### src/rtl/set_rd.sv
// -----------------------------------------------------------------------------
// set_rd -- settings window read-back responder
//
// Answers CPU read cycles on the settings chip-select. A registered request
// snapshots either the configuration word (slow-device enables and timeout, in
// the same bit layout the write side decodes from the address) or an ID/status
// word into D. The block then drives DOE, waits WAIT_CYCLES clocks and asserts
// nDTACK until the bus cycle ends.
//
// Build option: define SET_RD_ID_EN to enable the ID word (DEV_ID plus a
// "settings written since last ID read" Dirty flag), selected by A = 1.
// Without it, A is ignored and every read returns the configuration word.
//
// Parameters:
//   WAIT_CYCLES  wait states between data drive and DTACK (0..15)
//   DEV_ID       8-bit identifier in the ID word
// Ports:
//   CLK           system clock, rising edge
//   POR           synchronous active-high reset
//   BACT          bus cycle active
//   SetCSRD       settings read chip-select (qualified by BACT)
//   SetCSWR       settings write chip-select (feeds the Dirty flag only)
//   A             word select: 0 = config word, 1 = ID word
//   SlowTimeout   current timeout setting
//   Slow*         current slow-device enables
//   D             read data
//   DOE           data output enable, active-high
//   nDTACK        data acknowledge, active-low
// -----------------------------------------------------------------------------
module set_rd #(
    parameter int unsigned WAIT_CYCLES = 2,
    parameter logic [7:0]  DEV_ID      = 8'h5E
) (
    input  logic        CLK,
    input  logic        POR,
    input  logic        BACT,
    input  logic        SetCSRD,
    input  logic        SetCSWR,
    input  logic        A,
    input  logic [3:0]  SlowTimeout,
    input  logic        SlowIACK,
    input  logic        SlowVIA,
    input  logic        SlowIWM,
    input  logic        SlowSCC,
    input  logic        SlowSCSI,
    input  logic        SlowSnd,
    input  logic        SlowClockGate,
    output logic [15:0] D,
    output logic        DOE,
    output logic        nDTACK
);

    localparam logic [1:0] S_IDLE = 2'd0;
    localparam logic [1:0] S_WAIT = 2'd1;
    localparam logic [1:0] S_ACK  = 2'd2;

    localparam logic [3:0] WAIT_LOAD = 4'(WAIT_CYCLES);

    logic [1:0]  state;
    logic [3:0]  Cnt;
    logic        ReqR;
    logic        WrR;
    logic        Busy;
    logic        accept;
    logic [15:0] cfgWord;
    logic [15:0] selWord;

    // Configuration word, laid out exactly as the write side decodes it
    always_comb begin
        cfgWord = {4'h0, SlowTimeout, SlowIACK, SlowVIA, SlowIWM, SlowSCC,
                   SlowSCSI, SlowSnd, SlowClockGate, 1'b0};
    end

    // Busy blocks a request left over from the cycle just finished
    assign accept = (state == S_IDLE) && ReqR && !Busy;

`ifdef SET_RD_ID_EN
    logic Dirty;

    // Word selection between config and ID/status
    always_comb begin
        if (A) begin
            selWord = {DEV_ID, 7'h00, Dirty};
        end else begin
            selWord = cfgWord;
        end
    end

    // Dirty flag: set by any settings write, cleared by an ID snapshot; set wins
    always_ff @(posedge CLK) begin
        if (POR) begin
            Dirty <= 1'b0;
        end else if (WrR) begin
            Dirty <= 1'b1;
        end else if (accept && A) begin
            Dirty <= 1'b0;
        end else begin
            Dirty <= Dirty;
        end
    end
`else
    logic unusedIdInputs;

    // Only the config word exists in this build
    always_comb begin
        selWord = cfgWord;
    end

    assign unusedIdInputs = ^{A, WrR, DEV_ID};
`endif

    // Request registration, re-arm latch and read-cycle state machine
    always_ff @(posedge CLK) begin
        if (POR) begin
            state  <= S_IDLE;
            D      <= 16'h0000;
            DOE    <= 1'b0;
            nDTACK <= 1'b1;
            Cnt    <= 4'd0;
            ReqR   <= 1'b0;
            WrR    <= 1'b0;
            Busy   <= 1'b0;
        end else begin
            ReqR <= BACT && SetCSRD;
            WrR  <= BACT && SetCSWR;

            if (accept) begin
                Busy <= 1'b1;
            end else if (!BACT) begin
                Busy <= 1'b0;
            end else begin
                Busy <= Busy;
            end

            case (state)
                S_IDLE: begin
                    if (accept) begin
                        D      <= selWord;
                        DOE    <= 1'b1;
                        nDTACK <= 1'b1;
                        Cnt    <= WAIT_LOAD;
                        // With no wait states, DTACK is still given one clock
                        // after the data, asserted from the ACK state itself.
                        state  <= (WAIT_LOAD == 4'd0) ? S_ACK : S_WAIT;
                    end else begin
                        DOE    <= 1'b0;
                        nDTACK <= 1'b1;
                    end
                end
                S_WAIT: begin
                    if (!BACT) begin
                        state  <= S_IDLE;
                        DOE    <= 1'b0;
                        nDTACK <= 1'b1;
                    end else if (Cnt <= 4'd1) begin
                        state  <= S_ACK;
                        nDTACK <= 1'b0;
                    end else begin
                        Cnt <= Cnt - 4'd1;
                    end
                end
                S_ACK: begin
                    if (!BACT) begin
                        state  <= S_IDLE;
                        DOE    <= 1'b0;
                        nDTACK <= 1'b1;
                    end else begin
                        DOE    <= 1'b1;
                        nDTACK <= 1'b0;
                    end
                end
                default: begin
                    state  <= S_IDLE;
                    DOE    <= 1'b0;
                    nDTACK <= 1'b1;
                end
            endcase
        end
    end

endmodule

### config.mk
export PLATFORM = sky130hd
export DESIGN_NAME = set_rd
export DESIGN_NICKNAME = d
export VERILOG_FILES = /design/src/rtl/set_rd.sv
export SDC_FILE = /design/constraint.sdc
export NUM_CORES = 1
export LEC_CHECK = 0
export ABC_AREA = 1
export CORE_ASPECT_RATIO = 1.5
export CORE_MARGIN = 4
export CORE_UTILIZATION = 45
export CTS_BUF_LIST = sky130_fd_sc_hd__clkbuf_8
export CTS_CLUSTER_SIZE = 25
export DETAILED_ROUTE_END_ITERATION = 12
export GPL_TIMING_DRIVEN = 0
export PLACE_DENSITY = 0.8
export SLEW_MARGIN = 20
export SYNTH_ARGS = -nofsm -noshare
export SYNTH_HDL_FRONTEND = slang
export SYNTH_SLANG_ARGS = --single-unit
### constraint.sdc
create_clock -name CLK -period 1.8 [get_ports CLK]
set_clock_uncertainty 0.05 [all_clocks]
set_input_delay 0.27 -clock CLK [delete_from_list [all_inputs] [get_ports CLK]]
set_output_delay 0.27 -clock CLK [all_outputs]
set_load 0.02 [all_outputs]
# == Yosys cells after proc, flatten, opt, wreduce, memory -nomap -nowiden ==
# Cells that the tools add are included.
# Widths: inputs -> output; s select.
# word_totals
input_bits,17
register_bits,21
word_cells,45
output_inout_bits,18
# classes
eq_ne,9
addsub,1
muxes,18
reduce_logical,9
magnitude_cmp,1
# op_table
operator,count
$mux 4,3
$ne 2x2->1 const B,5
$mux 2,4
$pmux 4 s2,1
$mux 1,7
$pmux 2 s3,1
$le 4x1->1 const B,1
$reduce_and 4->1,1
$sub 4x1->4 const B,1
$logic_and 1x1->1,3
$ne 3x3->1 const B,1
$pmux 1 s3,1
$reduce_and 3->1,1
$eq 2x1->1 const B,1
$eq 2x2->1 const B,1
$logic_not 2->1,1
$ne 2x1->1 const B,1
$pmux 1 s2,1
$reduce_and 2->1,1
$reduce_bool 2->1,1
$logic_not 1->1,1

# == Longest topological paths before layout ==
# Gate-level depths: netlist of the first run.
# logic_depth
depth_word,5
depth_mapped,11
ltp_nobuf,11

# == Worst setup path after synthesis of the first run ==
# No wires, ideal clock.
# synth_path
path_kind,register to register
from,reg Cnt[0]
to,reg Cnt[0]
arrival_ns,1.169
required_time_ns,1.634
setup_time_ns,0.116
n_path_buf,0
setup_slack_ns,0.466
period_less_slack_ns,1.334
stages_incl_launch_ff,11
path_cell_list,dfxtp_1 inv_1 ha_1 inv_1 nand2_1 nand2_1 nand2_1 nand2_1 nand2_2 o21ai_0 nor2_1
# synth_via
elab_chain_cells,4
elab_cells_between_ends,7
cone_classes,add/sub: 1; order compare: 1; eq/ne: 1; mux: 3; reduce/logical: 1
# synth_rtl
item,line_no,rtl
start: declaration,60,logic [3:0] Cnt;
start signal: assignment,159,Cnt <= Cnt - 4'd1;
$sub 4x1->4,159,
$mux 4,155,end else if (Cnt <= 4'd1) begin
$mux 4,151,if (!BACT) begin
$pmux 4 s2,135,case (state)
# Parallel ways exist; a longest one is shown, timed or not. The select of a mux whose other input is x is not followed.
# A chain may end at the register's enable or synchronous reset.

# == Final worst setup path of the first run ==
# layout_path
from,reg state[0]
to,reg D[4]
# layout_via
elab_chain_cells,4
# layout_rtl
item,line_no,rtl
start: declaration,59,logic [1:0] state;
start signal: assignment,144,state <= (WAIT_LOAD == 4'd0) ? S_ACK : S_WAIT;
$logic_not 2->1 *,"75, 135",
$logic_and 1x1->1 (2 in a row),75,assign accept = (state == S_IDLE) && ReqR && !Busy;
$reduce_and 2->1 (no line) *,--,
end signal: assignment,138,D <= selWord;
end: declaration,48,"output logic [15:0] D,"
# Mark *: on every way between the ends. The rest lies on a longest branch, timed or not.

==> out/metrics.cfg, run 1 <==
[outcome]
outcome=finished clean

[synthesis]
yosys.area_share.adder=0.07643
syn_avg_cell_area_um2=7.275
synth.most_common_cell=nor2_1
synth-simple-area-share=0.2497
synth_ff_type=dfxtp_1
synth_top_area_frac=0.4280
yosysSeqAreaShare=0.4280
synthCells=135
synth_area_leaders=dfxtp_1 (43%), nor2_1 (13%), ha_1 (7.6%)
synth_top_family_by_area=simple AND/OR/NAND/NOR gates
synth_area_leader_cell=dfxtp_1
ys_types=20
ys_ff_latch=21
synth-edff-count=0
ys_warn_count=0
async_flop_share=0
synth_top_cells_by_count=nor2_1 (34), dfxtp_1 (21), nand2_1 (17)
synth_area_um2=982.2
synth_mux_area_frac=0
synth_compound_area_frac=0.1185
synth-xor-area-share=0.008917

[global_routing]
antenna_found_initial=0
grt_max_degree=13
grtUsageTotal=0.1505
grt_first_pass_wirelength_um=3519
grt_pass1_vias=907
met2_usage=0.2672
top_usage_layer=met2
grt_overflow=0
met3_usage=0.04932
grtUsageMet1=0.1661

[pwr]
leakagePower_uw=0.0005897
power_density_nw_per_um2=1156
vdd_drop_max_v=0.0006170

[die]
ios=35
die-area_um2=3010
die_w_um=46.15
core_um2=2052
rows=20
die_h_um=65.22
start_util=0.4787

[drt]
wl_per_cell_um=10.41
wl_um=1999
final_antenna_net_count=0
dr.pass1.iters=5
drtIter0Drc=11
drc_errors=0
viasPerCell=4.766
vias=915

[placed_design]
numPortBuffers=27
gp_congestion=0.8283
dpl.hpwl_um=1593
dp_worst_setup_slack_ns=0.1123

[timing]
fmax_mhz=652.2
finalCritPeriodShare=0.8519
hold_viol_final=0
period_needed_ns=1.533
timing.final.max_slew_violations=0
hold_slack_ns=0.4094
setup_slack_ns=0.2667
setup_viol=0
rsz0062_at_grt=no
tns_ns=0

[finish]
diodes=0
nNetsFinal=194
area_growth_pct=36.56
drive_gt1_frac=0.08235

[critical_path]
path_max_fanout=10
cp-end-kind=flip-flop
slowest_delay_ns=0.36
arrival_ns=1.68
reg2reg_slack_ns=0.27
reg2reg_depth=6
critPathKind=flip-flop to flip-flop
worstPathRequired_ns=1.95
start_kind=flip-flop
r2r-end=D[4]
crit_slowest_cell=dfxtp_1
r2r-start=state[0]
cp_cell_sequence=inv_1, ha_1, nand3_2, clkbuf_1, o21ai_0, nor2_1

[clocking]
cts_sinks=21
clock_path_buffers=2
post-cts-setup-buffers=0
ctsHoldBuffers=0
ctsHtreeMaxLevel=1
post_cts_resized=0
clk_pin_slew_ns=0.07
cts_tree=built
cts_buffers=3
cts_root_buf=clkbuf_8
insertion_delay_ns=0.25

[worst_hold_path]
worstHoldPathCells=2
min_path_type=flip-flop to flip-flop
min_to=Busy
min-delay-start=Busy

[job]
cap_violations=0

-- worst max path at each step --
| stage | startpoint | slack [ns] | depth (start not counted) | endpoint |
|---|---|---|---|---|
| final | state[0] | 0.27 | 6 | D[4] |
| after global routing | state[0] | 0.11 | 6 | D[4] |
| after CTS | state[0] | 0.26 | 6 | D[4] |
| after detailed placement | POR | 0.11 | 5 | D[4] |
| after global placement | POR | 0.13 | 5 | D[4] |
| after floorplan | Cnt[0] | 0.47 | 10 | Cnt[0] |
-- power breakdown --
group	internal [µW]	leakage, µW	total, µW	switching (µW)
clock network	154	0.0000255	300	146
logic	274	0.000393	653	379
registers	547	0.000171	598	51.7
total	975	0.000590	1550	576
-- placed cells by master, fill, tap and decap left out --
cell / instances
inv_1: 14
clkinv_2: 1
clkbuf_8: 3
nor3_1: 1
nor2_1: 34
nand4_1: 2
clkdlybuf4s50_1: 27
nand3_1: 4
xnor2_1: 1
ha_1: 6
a31oi_1: 2
nand2_1: 17
o21ai_2: 1
a21oi_1: 4
o21ai_0: 15
nand2_2: 1
conb_1: 5
clkbuf_1: 2
nand3_2: 1
clkinv_1: 1
dfxtp_1: 21
inv_2: 1
buf_4: 6
-- per-stage QoR --
stage                     utilization  total power (µW)  cell area [µm²]  cells
after floorplan                     -              1069            997.2    139
after global placement         0.6311              1237             1295    188
after detailed placement       0.6311              1262             1295    188
after CTS                      0.6537              1565             1341    192
after global routing           0.6537              1681             1341    192
final                          0.6537              1551             1341    192
-- metal layers --
metal | wire (µm) | vias up
li1 | - | 484
met1 | 799 | 408
met2 | 1057 | 21
met3 | 131 | 2
met4 | 10 | 0
met5 | 0 | -
-- cell type report --
cell class	count	area (µm²)
Fill cell	195	710.7
Multi-Input combinational cell	94	464.2
Sequential cell	21	420.4
Clock buffer	3	41.29
Tap cell	22	27.53
Buffer	8	52.55
Inverter	16	60.06
Timing Repair Buffer	27	270.3
Clock inverter	1	5.005
-- cell families after synthesis --
group / Yosys count
adder cells (fa/ha/maj): 6
other: 1
AO/OA/AOI/OAI: 22
XOR/XNOR: 1
buffers and inverters: 24
AND/OR/NAND/NOR: 60
flip-flops: 21
-- flip-flops by register name (all words and copies together), names as in the netlist --
register / cells
Busy: 1
Cnt: 4
D: 11
DOE: 1
ReqR: 1
nDTACK: 1
state: 2
-- critical path: cells and delay by family, from the launching register on --
family,cells,cell delay (ns)
buf+inv,2,0.42
compound gates,1,0.14
flops,1,0.36
fa+ha+maj,1,0.25
simple gates,2,0.25
(Power assumes the default switching activity.)
==> run 2, diff against run 1 <==
CORE_ASPECT_RATIO = unset   (was 1.5)
==> out/metrics.cfg, run 2 (synthesized netlist as in run 1, its figures left out) <==
[critical_path]
worstPathRequired_ns=1.95  ; about the same
reg2reg_depth=6  ; unchanged
r2r-start=state[0]
arrival_ns=1.72  ; +0.04 ns
start_kind=flip-flop
r2r-end=D[7]
cp-end-kind=flip-flop
critPathKind=flip-flop to flip-flop
reg2reg_slack_ns=0.23  ; -0.04 ns
path_max_fanout=10  ; unchanged

[finish]
drive_gt1_frac=0.08235  ; unchanged
largest_register=D
diodes=0  ; unchanged
final_cell_mix=nor2_1 (34), clkdlybuf4s50_1 (27), dfxtp_1 (21), nand2_1 (17), o21ai_0 (15)
nNetsFinal=194  ; unchanged
reg_top3=D x11, Cnt x4, state x2
layout_commonest_cell=nor2_1
largest_reg_flops=11  ; unchanged
area_growth_pct=37.20

[die]
ios=35  ; unchanged
die-area_um2=2994  ; -0.51%
rows=16  ; -20%
core_um2=2022  ; -1.5%
die_h_um=54.72  ; -16%
start_util=0.4858  ; +0.007109
die_w_um=54.72  ; +19%

[pwr]
vdd_drop_max_v=0.0006237  ; +1.1%
leakagePower_uw=0.0005897  ; unchanged
power_density_nw_per_um2=1160  ; +0.28%
power_uw=1563  ; +0.74%

[drt]
final_antenna_net_count=0  ; unchanged
drtIter0Drc=3  ; -8
wl_per_cell_um=10.48  ; +0.68%
dr.pass1.iters=3  ; -2
viasPerCell=4.665  ; -2.1%
wl_um=2065  ; +3.3%
vias=919  ; +0.44%
drc_errors=0  ; unchanged

[worst_hold_path]
min_path_type=flip-flop to flip-flop
worstHoldPathCells=2  ; unchanged
min_to=Busy
min-delay-start=Busy

[clocking]
ctsHtreeMaxLevel=1  ; unchanged
clock_path_buffers=2  ; unchanged
post_cts_resized=0  ; unchanged
cts_root_buf=clkbuf_8
clk_pin_slew_ns=0.08  ; about the same
cts_tree=built
cts_sinks=21  ; unchanged
cts_buffers=3  ; unchanged
post-cts-setup-buffers=0  ; unchanged
ctsHoldBuffers=0  ; unchanged
insertion_delay_ns=0.26  ; about the same

[global_routing]
grtUsageTotal=0.1522  ; +0.001742
grt_first_pass_wirelength_um=3284  ; -6.7%
grt_pass1_vias=846  ; -6.7%
grt_max_degree=13  ; unchanged
grt_overflow=0  ; unchanged
antenna_found_initial=0  ; unchanged

[placed_design]
dp_worst_setup_slack_ns=0.1198  ; +0.007462 ns
gp_congestion=0.8260  ; -0.28%
dpl.hpwl_um=1637  ; +2.8%
numPortBuffers=27  ; unchanged

[outcome]
outcome=finished clean

[timing]
tns_ns=0  ; unchanged
rsz0062_at_grt=no
timing.final.max_slew_violations=0  ; unchanged
fmax_mhz=636.9  ; -2.3%
hold_slack_ns=0.4147  ; +0.005264 ns
setup_slack_ns=0.2298  ; -0.03685 ns
setup_viol=0  ; unchanged
period_needed_ns=1.570  ; +0.03685 ns
hold_viol_final=0  ; unchanged
finalCritPeriodShare=0.8723  ; +0.02047

[job]
cap_violations=0  ; unchanged

## run 2: cell counts in the layout (fill, tap and decap cells not counted)
No cell type changed its count.
## run 2: area by class of cell
cell class,count,area (µm²)
plain buffers,8,52.55
clock buffers,3,41.29
clock inverters,1,5.005
fillers,186,674.4
inverters,16,60.06
multi-input cells,94,464.2
flip-flops and latches,21,420.4
well taps,27,33.78
repair buffers,27,270.3
## run 2: per-layer routing
layer | track usage | routed length (µm) | vias up
li1 | - | - | 483
met1 | 0.1672 | 921 | 416
met2 | 0.2717 | 1022 | 16
met3 | 0.02452 | 83 | 4
met4 | 0.08714 | 38 | 0
met5 | 0 | 0 | -
## run 2: where the power goes
group	total [µW]	internal (µW)	switching, µW
sequential	602	547	55.6
combinational	654	275	379
clock	306	154	152
total	1560	976	587
## run 2: how the worst max path moves through the flow
stage / startpoint / endpoint
2_1_floorplan: Cnt[0] / Cnt[0]
3_5_place_dp: POR / D[7]
4_1_cts: state[0] / D[7]
3_3_place_gp: POR / D[8]
6_report: state[0] / D[7]
5_1_grt: Cnt[0] / Cnt[0]
## run 2: critical path: stages (launching register included)
cell	delay (ns)
dfxtp_1	0.39
inv_1	0.10
ha_1	0.25
nand3_2	0.15
clkbuf_1	0.34
o21ai_0	0.14
nor2_1	0.10
## run 2: per-stage QoR
step                  util  cells  area [µm²]
floorplan                -    139       997.2
global placement    0.6436    193        1301
detailed placement  0.6436    193        1301
CTS                 0.6665    197        1348
global route        0.6665    197        1348
finish              0.6665    197        1348
==> run 3, diff against run 2 <==
PLACE_DENSITY = unset   (was 0.8)
PLACE_DENSITY_LB_ADDON = 0.15   (was unset)
==> out/metrics.cfg, run 3 (synthesized netlist as in run 1, its figures left out) <==
[die]
die-area_um2=2994  ; unchanged
core_um2=2022  ; unchanged
start_util=0.4858  ; unchanged
die_h_um=54.72  ; unchanged
rows=16  ; unchanged
ios=35  ; unchanged
die_w_um=54.72  ; unchanged

[finish]
drive_gt1_frac=0.08235  ; unchanged
reg_top3=D x11, Cnt x4, state x2
diodes=0  ; unchanged
area_growth_pct=37.20  ; unchanged
largest_register=D
final_cell_mix=nor2_1 (34), clkdlybuf4s50_1 (27), dfxtp_1 (21), nand2_1 (17), o21ai_0 (15)
nNetsFinal=194  ; unchanged
fillCellCount=194  ; +4.3%
largest_reg_flops=11  ; unchanged
layout_commonest_cell=nor2_1
final_cells=197  ; unchanged

[timing]
fmax_mhz=648.7  ; +1.9%
rsz0062_at_grt=no
setup_viol=0  ; unchanged
timing.final.max_slew_violations=0  ; unchanged
hold_slack_ns=0.4191  ; +0.004394 ns
hold_viol_final=0  ; unchanged
tns_ns=0  ; unchanged
setup_slack_ns=0.2583  ; +0.02853 ns
finalCritPeriodShare=0.8565  ; -0.01585
period_needed_ns=1.542  ; -0.02853 ns

[global_routing]
grt_max_degree=13  ; unchanged
grt_overflow=0  ; unchanged
grtUsageTotal=0.1697  ; +0.01747
grt_pass1_vias=899  ; +6.3%
grt_first_pass_wirelength_um=3622  ; +10%
antenna_found_initial=0  ; unchanged

[clocking]
cts_root_buf=clkbuf_8
cts_tree=built
ctsHoldBuffers=0  ; unchanged
clk_pin_slew_ns=0.07  ; about the same
post-cts-setup-buffers=0  ; unchanged
clock_path_buffers=2  ; unchanged
insertion_delay_ns=0.26  ; about the same
cts_buffers=3  ; unchanged
ctsHtreeMaxLevel=1  ; unchanged
cts_sinks=21  ; unchanged
post_cts_resized=0  ; unchanged

[critical_path]
critPathKind=flip-flop to primary output
path_max_fanout=2  ; -8
crit_slowest_cell=clkdlybuf4s50_1
crit_family=buffers and inverters
worstPathRequired_ns=1.48  ; -0.47 ns
start_kind=flip-flop
slowest_delay_ns=0.61  ; +0.22 ns
crit_buf_inv=1  ; -1
arrival_ns=1.22  ; -0.50 ns
cp-end-kind=primary output
cp_cell_sequence=clkdlybuf4s50_1

[drt]
vias=917  ; -0.22%
drc_errors=0  ; unchanged
drtIter0Drc=9  ; +6
dr.pass1.iters=4  ; +1
viasPerCell=4.655  ; -0.22%
wl_um=2100  ; +1.7%
wl_per_cell_um=10.66  ; +1.7%
final_antenna_net_count=0  ; unchanged

[placed_design]
dpl.hpwl_um=1651  ; +0.88%
gp_congestion=0.8588  ; +4.0%
place_inst=193  ; unchanged
numPortBuffers=27  ; unchanged
dp_worst_setup_slack_ns=0.1024  ; -0.01741 ns

[worst_hold_path]
min_path_type=flip-flop to flip-flop

[outcome]
outcome=finished clean

[job]
cap_violations=0  ; unchanged

[pwr]
leakagePower_uw=0.0005897  ; unchanged
power_uw=1566  ; +0.23%
vdd_drop_max_v=0.0007972  ; +28%
power_density_nw_per_um2=1162  ; +0.23%

run 3: cell counts in the layout (fill, tap and decap cells not counted):
Identical to the previous run, type by type.
run 3: cell type report:
cell class / count / area [µm²] / share of cell area
Clock inverter: 1 / 5.005 / 0.003714
Inverter: 16 / 60.06 / 0.04457
Sequential cell: 21 / 420.4 / 0.3120
Clock buffer: 3 / 41.29 / 0.03064
Tap cell: 27 / 33.78 / 0.02507
Buffer: 8 / 52.55 / 0.03900
Timing Repair Buffer: 27 / 270.3 / 0.2006
Multi-Input combinational cell: 94 / 464.2 / 0.3445
run 3: worst paths after layout:
| check | cells past startpoint | end | slack, ns | start |
|---|---|---|---|---|
| worst max-delay path | 1 | DOE | 0.26 | DOE |
| worst min-delay path | 2 | Busy | 0.42 | Busy |
| worst max register to register | 6 | D[8] | 0.26 | state[0] |
| worst min register to register | 2 | Busy | 0.42 | Busy |
run 3: metal layers:
| layer | up-vias | wire, µm | track usage |
|---|---|---|---|
| met2 | 22 | 1058 | 0.2933 |
| met1 | 406 | 902 | 0.1951 |
| met3 | 5 | 98 | 0.03270 |
| met5 | - | 0 | 0 |
| met4 | 0 | 40 | 0.08714 |
| li1 | 484 | - | - |
run 3: metrics by stage:
stage	cell area (µm²)	util
finish	1348	0.6665
global route	1348	0.6665
CTS	1348	0.6665
detailed placement	1301	0.6436
global placement	1301	0.6436
floorplan	997.2	-
run 3: report_power, final:
part | internal [µW] | switching (µW) | leakage, µW
Sequential | 547 | 51.7 | 0.000171
Combinational | 277 | 384 | 0.000393
Clock | 154 | 153 | 0.0000255
Total | 978 | 588 | 0.000590
